`src/rtl/dec2bin.sv`:
```
// dec2bin: packed BCD digits to unsigned binary by Horner accumulation, MSD first; optional DEC2BIN_CONT_EN free-running mode.
// Latency: start sampled to done visible = NDIG+1 clocks; one conversion per NDIG+2 clocks.
// Backpressure: none; start is ignored while busy and is not queued.
module dec2bin #(
  parameter int NDIG  = 8,
  parameter int OUT_W = 32
) (
  input  logic              clk50M,
  input  logic              rst,
  input  logic              start,
  input  logic [4*NDIG-1:0] bcd_in,
  output logic              busy,
  output logic              done,
  output logic [OUT_W-1:0]  bin_out,
  output logic              err
);

  localparam int CNT_W = (NDIG > 1) ? $clog2(NDIG) : 1;

  typedef enum logic [1:0] {
    S_IDLE,
    S_CONV,
    S_DONE
  } state_t;

  state_t            state, state_nx;
  logic [4*NDIG-1:0] sr, sr_nx;
  logic [OUT_W-1:0]  acc, acc_nx;
  logic [OUT_W-1:0]  bin_nx;
  logic [CNT_W-1:0]  cnt, cnt_nx;
  logic              err_acc, err_acc_nx;
  logic              busy_nx, done_nx, err_nx;
  logic [3:0]        top_digit;
  logic              go;

  assign top_digit = sr[4*NDIG-1 -: 4];

`ifdef DEC2BIN_CONT_EN
  logic unused_start;
  assign unused_start = start;
  assign go = 1'b1;
`else
  assign go = start;
`endif

  always_comb begin
    state_nx   = state;
    sr_nx      = sr;
    acc_nx     = acc;
    cnt_nx     = cnt;
    err_acc_nx = err_acc;
    busy_nx    = busy;
    done_nx    = 1'b0;
    bin_nx     = bin_out;
    err_nx     = err;
    case (state)
      S_IDLE: begin
        busy_nx = 1'b0;
        if (go) begin
          sr_nx      = bcd_in;
          acc_nx     = '0;
          cnt_nx     = '0;
          err_acc_nx = 1'b0;
          busy_nx    = 1'b1;
          state_nx   = S_CONV;
        end
      end
      S_CONV: begin
        // acc*10 as shift-add; digits 10..15 are accumulated raw
        acc_nx     = (acc << 3) + (acc << 1) + OUT_W'(top_digit);
        sr_nx      = sr << 4;
        err_acc_nx = err_acc | (top_digit > 4'd9);
        cnt_nx     = cnt + CNT_W'(1);
        if (cnt == CNT_W'(NDIG - 1)) begin
          state_nx = S_DONE;
        end
      end
      S_DONE: begin
        bin_nx   = acc;
        err_nx   = err_acc;
        done_nx  = 1'b1;
        busy_nx  = 1'b0;
        state_nx = S_IDLE;
      end
      default: begin
        state_nx = S_IDLE;
      end
    endcase
  end

  always_ff @(posedge clk50M) begin
    if (rst) begin
      state   <= S_IDLE;
      sr      <= '0;
      acc     <= '0;
      cnt     <= '0;
      err_acc <= 1'b0;
      busy    <= 1'b0;
      done    <= 1'b0;
      bin_out <= '0;
      err     <= 1'b0;
    end else begin
      state   <= state_nx;
      sr      <= sr_nx;
      acc     <= acc_nx;
      cnt     <= cnt_nx;
      err_acc <= err_acc_nx;
      busy    <= busy_nx;
      done    <= done_nx;
      bin_out <= bin_nx;
      err     <= err_nx;
    end
  end

endmodule

```
`config.mk`:
```
export PLATFORM = sky130hd
export DESIGN_NAME = dec2bin
export DESIGN_NICKNAME = d
export VERILOG_FILES = /design/src/rtl/dec2bin.sv
export SDC_FILE = /design/constraint.sdc
export NUM_CORES = 1
export LEC_CHECK = 0
export ABC_AREA = 1
export CAP_MARGIN = 20
export CORE_MARGIN = 2
export CORE_UTILIZATION = 40
export CTS_BUF_LIST = sky130_fd_sc_hd__clkbuf_4
export CTS_CLUSTER_DIAMETER = 120
export DETAILED_ROUTE_END_ITERATION = 10
export PLACE_DENSITY = 0.6
export SYNTH_ARGS = -nofsm -noshare
export SYNTH_HDL_FRONTEND = slang
export SYNTH_SLANG_ARGS = --single-unit
```
`constraint.sdc`:
```
create_clock -name clk50M -period 3.3 [get_ports clk50M]
set_clock_uncertainty 0.1 [all_clocks]
set_input_delay 0.495 -clock clk50M [delete_from_list [all_inputs] [get_ports clk50M]]
set_output_delay 0.495 -clock clk50M [all_outputs]
set_load 0.01 [all_outputs]
```
After elaboration in Yosys (flattened, before gate mapping)
Cells that the tools add are included.
{"block": "op_classes", "add_sub_neg": 3, "n_lt_le_gt_ge": 1, "n_eq_ne": 5, "muxes": 14, "bitwise_logic": 1, "n_reduce_logical": 5}
{"operator": "$pmux 32 s2", "n": 2}
{"operator": "$mux 32", "n": 2}
{"operator": "$add 32x32->32", "n": 1}
{"operator": "$add 32x4->32", "n": 1}
{"operator": "$pmux 3 s2", "n": 1}
{"operator": "$gt 4x4->1 const B", "n": 1}
{"operator": "$mux 2", "n": 2}
{"operator": "$ne 2x2->1 const B", "n": 2}
{"operator": "$pmux 1 s2", "n": 2}
{"operator": "$pmux 2 s2", "n": 1}
{"operator": "$reduce_and 2->1", "n": 2}
{"operator": "$reduce_bool 2->1", "n": 2}
{"operator": "$add 3x1->3 const B", "n": 1}
{"operator": "$eq 3x3->1 const B", "n": 1}
{"operator": "$mux 1", "n": 3}
{"operator": "$mux 3", "n": 1}
{"operator": "$eq 2x1->1 const B", "n": 1}
{"operator": "$eq 2x2->1 const B", "n": 1}
{"operator": "$logic_not 2->1", "n": 1}
{"operator": "$or 1x1->1", "n": 1}
{"block": "word_totals", "regBits": 105, "inputBits": 35, "out_inout_bits": 35, "word_cells": 38}

Logic depth before layout (Yosys ltp)
Gate-level depths: netlist of the first run.
{"block": "depth", "ltp_word": 3, "mapped_depth": 15, "mapped_depth_nobuf": 15}

Worst setup path before layout of the first run
No wires, ideal clock.
{"block": "synth_path", "path_kind": "register to register", "startpoint": "register sr[31]", "endpoint": "register acc[26]", "setup_time_ns": 0.113, "arrival_ns": 2.143, "t_required_ns": 3.087, "slack_ns": 0.944, "stages_incl_launch_ff": 15, "path_buffers": 0, "period_less_slack_ns": 2.356, "cell_sequence": "dfxtp_1 inv_1 fa_1 inv_1 fa_1 nand3_1 nand3_1 nand2_1 nand2_1 nand2_1 nand2_1 nand2_1 nand3_1 nand3_1 nand2_1"}
{"block": "synth_via", "elab_chain_cells": 2}
{"item": "start, declared", "line": "27", "rtl": "logic [4*NDIG-1:0] sr, sr_nx;"}
{"item": "start signal, assigned", "line": "104", "rtl": "sr <= sr_nx;"}
{"item": "$add 32x4->32", "line": "70", "rtl": "acc_nx = (acc << 3) + (acc << 1) + OUT_W'(top_digit);"}
{"item": "$pmux 32 s2", "line": "56", "rtl": "case (state)"}
{"item": "end signal, assigned", "line": "105", "rtl": "acc <= acc_nx;"}
{"item": "end, declared", "line": "28", "rtl": "logic [OUT_W-1:0] acc, acc_nx;"}
No other way between the ends.
A chain may end at the register's enable or synchronous reset.

Worst setup path in the final report of the first run
{"block": "layout_path", "startpoint": "register sr[31]", "endpoint": "register acc[16]"}
The elaborated chain is that of the path after synthesis.

==> flow_metrics.tcl, run 1 <==
set metrics [dict create \
    avgViaCountPerCell 5.02 \
    slew_violations 0 \
    syn_avg_cell_area_sq_um 6.63 \
    cts_buffers 9 \
    grt_overflow 0 \
    synth-seq-cells 105 \
    period_share_pct 80.3 \
    grt_usage_pct 21.4 \
    p_total_mw 2.34 \
    final_common_cell "nand2_1" \
    synth_mux_area_share_pct 0 \
    critical_path_arrival_ns 2.98 \
    drt_iter0_drc 348 \
    synthXorXnorAreaFrac_pct 0.423 \
    path_cells "inv_1 -> fa_1 -> inv_1 -> fa_1 -> nand3_1 -> nand3_1 -> nand2_1 -> nand2_1 -> inv_1 -> nor2_1 -> o21ai_0 -> nand2_1 -> o21ai_1" \
    holdBufCountCts 0 \
    cp_num_buf_inv 3 \
    ys_warn_count 0 \
    finalHoldViolations 0 \
    relSlewSlack_pct 60.8 \
    critPathKind "reg -> reg" \
    cp_slowest_cell "fa_1" \
    slowest_delay_ns 0.53 \
    synth_top_family_by_area "simple AND/OR/NAND/NOR gates" \
    grt_pass1_wl_microns 28000 \
    layout-drive-gt1-share_pct 3.50 \
    critPathRequiredTime_ns 3.63 \
    timing.hold.ws_ns 0.365 \
    fp-row-count 45 \
    critPathLaunchType "flop" \
    insertion_delay_ns 0.49 \
    fmax_mhz 377 \
    io_pins 70 \
    antenna_found_initial 1 \
    nNetsFinal 1093 \
    die-height_microns 129 \
    start_util_pct 40.9 \
    core_area_sq_um 15200 \
    synth.distinct_cells 31 \
    mostFrequentLayoutCells "nand2_1 (284), nor2_1 (109), dfxtp_1 (105), inv_1 (104), o21ai_0 (80)" \
    hp-class "reg -> reg" \
    setup_viol 0 \
    grt_max_degree 69 \
    synth_compound_area_share_pct 14.0 \
    syn-instance-count 937 \
    cts_root_buffer "clkbuf_4" \
    p_leak_nw 3.79 \
    cts_max_level 3 \
    worst_pin_slew_ns 0.588 \
    cp_max_fo 6 \
    path_delay_family "adder cells" \
    fin_util_pct 47.5 \
    drc 0 \
    port_buffers 69 \
    clk_pin_slew_ns 0.19 \
    yosysSeqAreaShare_pct 33.8 \
    maxCapViolCount 0 \
    cts_resized 0 \
    wl_microns 16800 \
    syn_to_final_growth_pct 16.1 \
    firstDrtPassIters 5 \
    num_vias 5976 \
    syn-num-nets 1034 \
    ir_worst_vdd_mv 0.310 \
    ff_latch_area_sq_um 2100 \
    ant_nets 0 \
    yosys.area_share.simple_pct 30.4 \
    critPathCaptureType "flop" \
    multiInputGateArea_sq_um 3580 \
    dpl_cell_area_sq_um 7070 \
    die_w_microns 129 \
    grt_setup_unrepaired "no" \
    status "finished clean" \
    wl_per_cell_microns 14.1 \
    design_area_sq_um 7220 \
    finalCriticalPeriod_ns 2.65 \
    clk_path_buf_depth 2 \
    netlist_area_sq_um 6220 \
    dpl.hpwl_microns 12600 \
    postCtsSetupBuffers 0 \
    fin_setup_tns_ns 0 \
    power-per-cell-area_nw_per_um2 323 \
    die_area_sq_um 16600 \
    synthAdderAreaFrac_pct 12.7 \
    cts_tree "built" \
    n_fill_cell 1642 \
    gp_routability_congestion 0.895 \
    grt_pass1_vias 5646 \
    clock_sinks 105 \
]
[cell families after synthesis]
kind of cell	Yosys count
flip-flops	105
AO/OA/AOI/OAI	162
buffers and inverters	136
AND/OR/NAND/NOR	469
adder cells (fa/ha/maj)	62
XOR/XNOR	3
[per-stage QoR]
stage	worst slack, ns	instances
2_1_floorplan	0.944	937
3_3_place_gp	0.760	1172
3_5_place_dp	0.712	1172
4_1_cts	0.671	1188
5_1_grt	0.446	1190
6_report	0.651	1190
[report_power, final]
part	total [mW]	internal, mW	switching [mW]
Combinational	0.291	0.117	0.173
Sequential	1.36	1.33	0.0338
Clock	0.684	0.181	0.502
Total	2.34	1.63	0.709
[cells in the mapped netlist (all sizes together)]
| library cell | count | area (sq um) |
|---|---|---|
| o21bai | 2 | 15.0 |
| nor2 | 114 | 448 |
| fa | 2 | 40.0 |
| and2 | 4 | 25.0 |
| o22ai | 8 | 50.1 |
| buf | 14 | 72.6 |
| xor2 | 1 | 8.76 |
| a32o | 2 | 20.0 |
| or2 | 3 | 18.8 |
| a22o | 4 | 35.0 |
| a21oi | 46 | 230 |
| a31oi | 14 | 87.6 |
| a21o | 1 | 7.51 |
| o211ai | 1 | 7.51 |
| nand4 | 6 | 37.5 |
| xnor2 | 2 | 17.5 |
| ha | 60 | 751 |
| nand3 | 50 | 250 |
| inv | 107 | 404 |
| nor3 | 6 | 30.0 |
| dfxtp | 105 | 2100 |
| o21ai | 84 | 420 |
| clkbuf | 15 | 56.3 |
| nand2 | 284 | 1070 |
| nand3b | 2 | 15.0 |
[metal layers]
| metal | global-route usage (%) | part of all wire (%) | wire [microns] | vias to the layer above |
|---|---|---|---|---|
| li1 | - | - | - | 3154 |
| met1 | 29.8 | 50 | 8360 | 2691 |
| met2 | 34.7 | 45 | 7550 | 120 |
| met3 | 3.74 | 4.4 | 746 | 11 |
| met4 | 4.73 | 0.97 | 163 | 0 |
| met5 | 0 | 0 | 0 | - |
[layout make-up]
type	instances	area share, %
clock inverters	6	0.815
diodes	1	0.0347
clock buffers	10	1.04
repair buffers	77	10.5
multi-input cells	696	49.6
flip-flops and latches	105	29.1
well taps	188	3.26
inverters	107	5.60
[worst paths after layout]
path	start	endpoint	depth (start not counted)	slack [ns]
worst max-delay path	sr[31]$_SDFFE_PP0P_	acc[16]$_SDFFE_PP0P_	13	0.65
worst min-delay path	acc[31]$_SDFFE_PP0P_	acc[31]$_SDFFE_PP0P_	2	0.36
worst max register to register	sr[31]$_SDFFE_PP0P_	acc[16]$_SDFFE_PP0P_	13	0.65
worst min register to register	acc[31]$_SDFFE_PP0P_	acc[31]$_SDFFE_PP0P_	2	0.36
[worst reg2reg max path, cell delays in order (launching register included)]
cell	delay (ns)
dfxtp_1	0.37
inv_1	0.07
fa_1	0.53
inv_1	0.07
fa_1	0.49
nand3_1	0.11
nand3_1	0.16
nand2_1	0.10
nand2_1	0.13
inv_1	0.08
nor2_1	0.04
o21ai_0	0.14
nand2_1	0.07
o21ai_1	0.12
[registers in the layout, summed over array words and instances (netlist names)]
register  flops
acc          32
cnt           3
err_acc       1
done          1
bin_out      32
err           1
sr           32
state         2
busy          1
Note: power is estimated with default switching activity, not from simulation.
==> run 2, diff against run 1 <==
==> constraint.sdc (replaced) <==
create_clock -name clk50M -period 2.65 [get_ports clk50M]
set_clock_uncertainty 0.1 [all_clocks]
set_input_delay 0.3975 -clock clk50M [delete_from_list [all_inputs] [get_ports clk50M]]
set_output_delay 0.3975 -clock clk50M [all_outputs]
set_load 0.01 [all_outputs]
==> flow_metrics.tcl, run 2 (synthesis results as in run 1) <==
set metrics [dict create \
    firstDrtPassIters 7 \
    clock_sinks 105 \
    slowest_delay_ns 0.53 \
    cts_buffers 9 \
    wl_microns 17100 \
    fin_util_pct 48.2 \
    worst_pin_slew_ns 0.569 \
    critical_path_arrival_ns 2.80 \
    multiInputGateArea_sq_um 3600 \
    num_vias 6020 \
    hp-class "in -> reg" \
    die_w_microns 129 \
    holdBufCountCts 0 \
    status "finished clean" \
    p_total_mw 2.97 \
    nNetsFinal 1105 \
    rrSetupSlack_ns 0.16 \
    grt_overflow 0 \
    clk_pin_slew_ns 0.17 \
    largestRegisters "acc: 32 flops, bin_out: 32 flops, sr: 32 flops" \
    period_share_pct 93.9 \
    drt_iter0_drc 351 \
    clk_path_buf_depth 2 \
    whs_endpoint "sr[17]$_SDFFE_PP0P_" \
    syn_to_final_growth_pct 17.9 \
    cp_slowest_cell "fa_1" \
    relSlewSlack_pct 62.0 \
    power-per-cell-area_nw_per_um2 405 \
    cts_tree "built" \
    fin_setup_tns_ns 0 \
    mostFrequentLayoutCells "nand2_1 (283), nor2_1 (109), inv_1 (104), dfxtp_1 (102), o21ai_0 (79)" \
    core_area_sq_um 15200 \
    wl_per_cell_microns 14.2 \
    critPathRequiredTime_ns 2.96 \
    grt_pass1_wl_microns 28700 \
    maxCapViolCount 0 \
    layout-drive-gt1-share_pct 5.23 \
    fmax_mhz 402 \
    postCtsSetupBuffers 0 \
    setup_viol 0 \
    cp_max_fo 4 \
    ff_latch_area_sq_um 2110 \
    hold_depth 3 \
    r2r_start "sr[31]$_SDFFE_PP0P_" \
    cts_resized 0 \
    antenna_found_initial 0 \
    fin_ws_ns 0.162 \
    antenna-diode-count 0 \
    cp_num_buf_inv 2 \
    port_buffers 69 \
    critPathCaptureType "flop" \
    path_delay_family "simple AND/OR/NAND/NOR gates" \
    fp-row-count 45 \
    cts_root_buffer "clkbuf_4" \
    n_fill_cell 1605 \
    min_from "bcd_in[17]" \
    place_ws_ns 0.140 \
    timing.hold.ws_ns 0.347 \
    slew_violations 0 \
    insertion_delay_ns 0.50 \
    r2r_cells 13 \
    ir_worst_vdd_mv 0.282 \
    critPathKind "reg -> reg" \
    design_area_sq_um 7330 \
    start_util_pct 40.9 \
    grt_usage_pct 21.7 \
    final_cell_count_no_fill 1201 \
    avgViaCountPerCell 5.01 \
    grt_max_degree 45 \
    die-height_microns 129 \
    drc 0 \
    final_common_cell "nand2_1" \
    critPathLaunchType "flop" \
    die_area_sq_um 16600 \
    p_leak_nw 3.87 \
    gp_routability_congestion 0.899 \
    io_pins 70 \
    finalHoldViolations 0 \
    cts_max_level 3 \
    grt_pass1_vias 5682 \
    finalCriticalPeriod_ns 2.49 \
    grt_setup_unrepaired "no" \
    ant_nets 0 \
    dpl.hpwl_microns 12900 \
    dpl_cell_area_sq_um 7170 \
    timing.rr.end "acc[19]$_SDFFE_PP0P_" \
    path_cells "inv_1 -> fa_1 -> inv_1 -> ha_1 -> nand2_1 -> nor2_1 -> nand3_1 -> nand3_1 -> nand3_1 -> nand2_1 -> nand2_1 -> nand3_1 -> nand2_1" \
    dpl.cell_count 1185 \
]
run 2: cell types whose count changed in the layout (fill, tap and decap cells not counted), moves of 2 or more:
cell     before  now
buf_4         7   20
dfxtp_1     105  102
dfxtp_2       0    3
inv_6         2    0
nand3_1      50   48
nand3_2       0    2
run 2: cell type report:
cell class / instances / share of cell area [%]
Timing Repair Buffer: 89 / 11.5
Clock buffer: 9 / 0.922
Clock inverter: 7 / 1.06
Tap cell: 188 / 3.21
Multi-Input combinational cell: 696 / 49.1
Inverter: 107 / 5.51
Sequential cell: 105 / 28.7
run 2: worst max-delay path by stage:
stage | from | endpoint | slack [ns] | cells after the start
floorplan | sr[31]$_SDFFE_PP0P_ | acc[26]$_SDFFE_PP0P_ | 0.29 | 14
detailed placement | sr[31]$_SDFFE_PP0P_ | acc[26]$_SDFFE_PP0P_ | 0.14 | 14
finish | sr[31]$_SDFFE_PP0P_ | acc[19]$_SDFFE_PP0P_ | 0.16 | 13
global placement | sr[31]$_SDFFE_PP0P_ | acc[16]$_SDFFE_PP0P_ | 0.15 | 13
CTS | sr[31]$_SDFFE_PP0P_ | acc[16]$_SDFFE_PP0P_ | 0.09 | 13
global route | sr[31]$_SDFFE_PP0P_ | acc[25]$_SDFFE_PP0P_ | 0.006 | 15
run 2: tightest hold or removal path, cell delays in order:
cell             delay, ns
clkdlybuf4s50_1       0.39
nand2_1               0.06
a31oi_1               0.07
run 2: where the power goes:
part	switching (mW)	internal, mW	total, mW
combinational	0.216	0.148	0.365
clock	0.611	0.298	0.909
sequential	0.0416	1.65	1.69
run 2: per-layer routing:
layer  up-vias  wire length (microns)  GRT usage, %
met5         -                      0             0
met4         0                    291          6.97
met2       142                   7490          34.3
li1       3167                      -             -
met3        26                    940          3.53
met1      2685                   8390          30.4
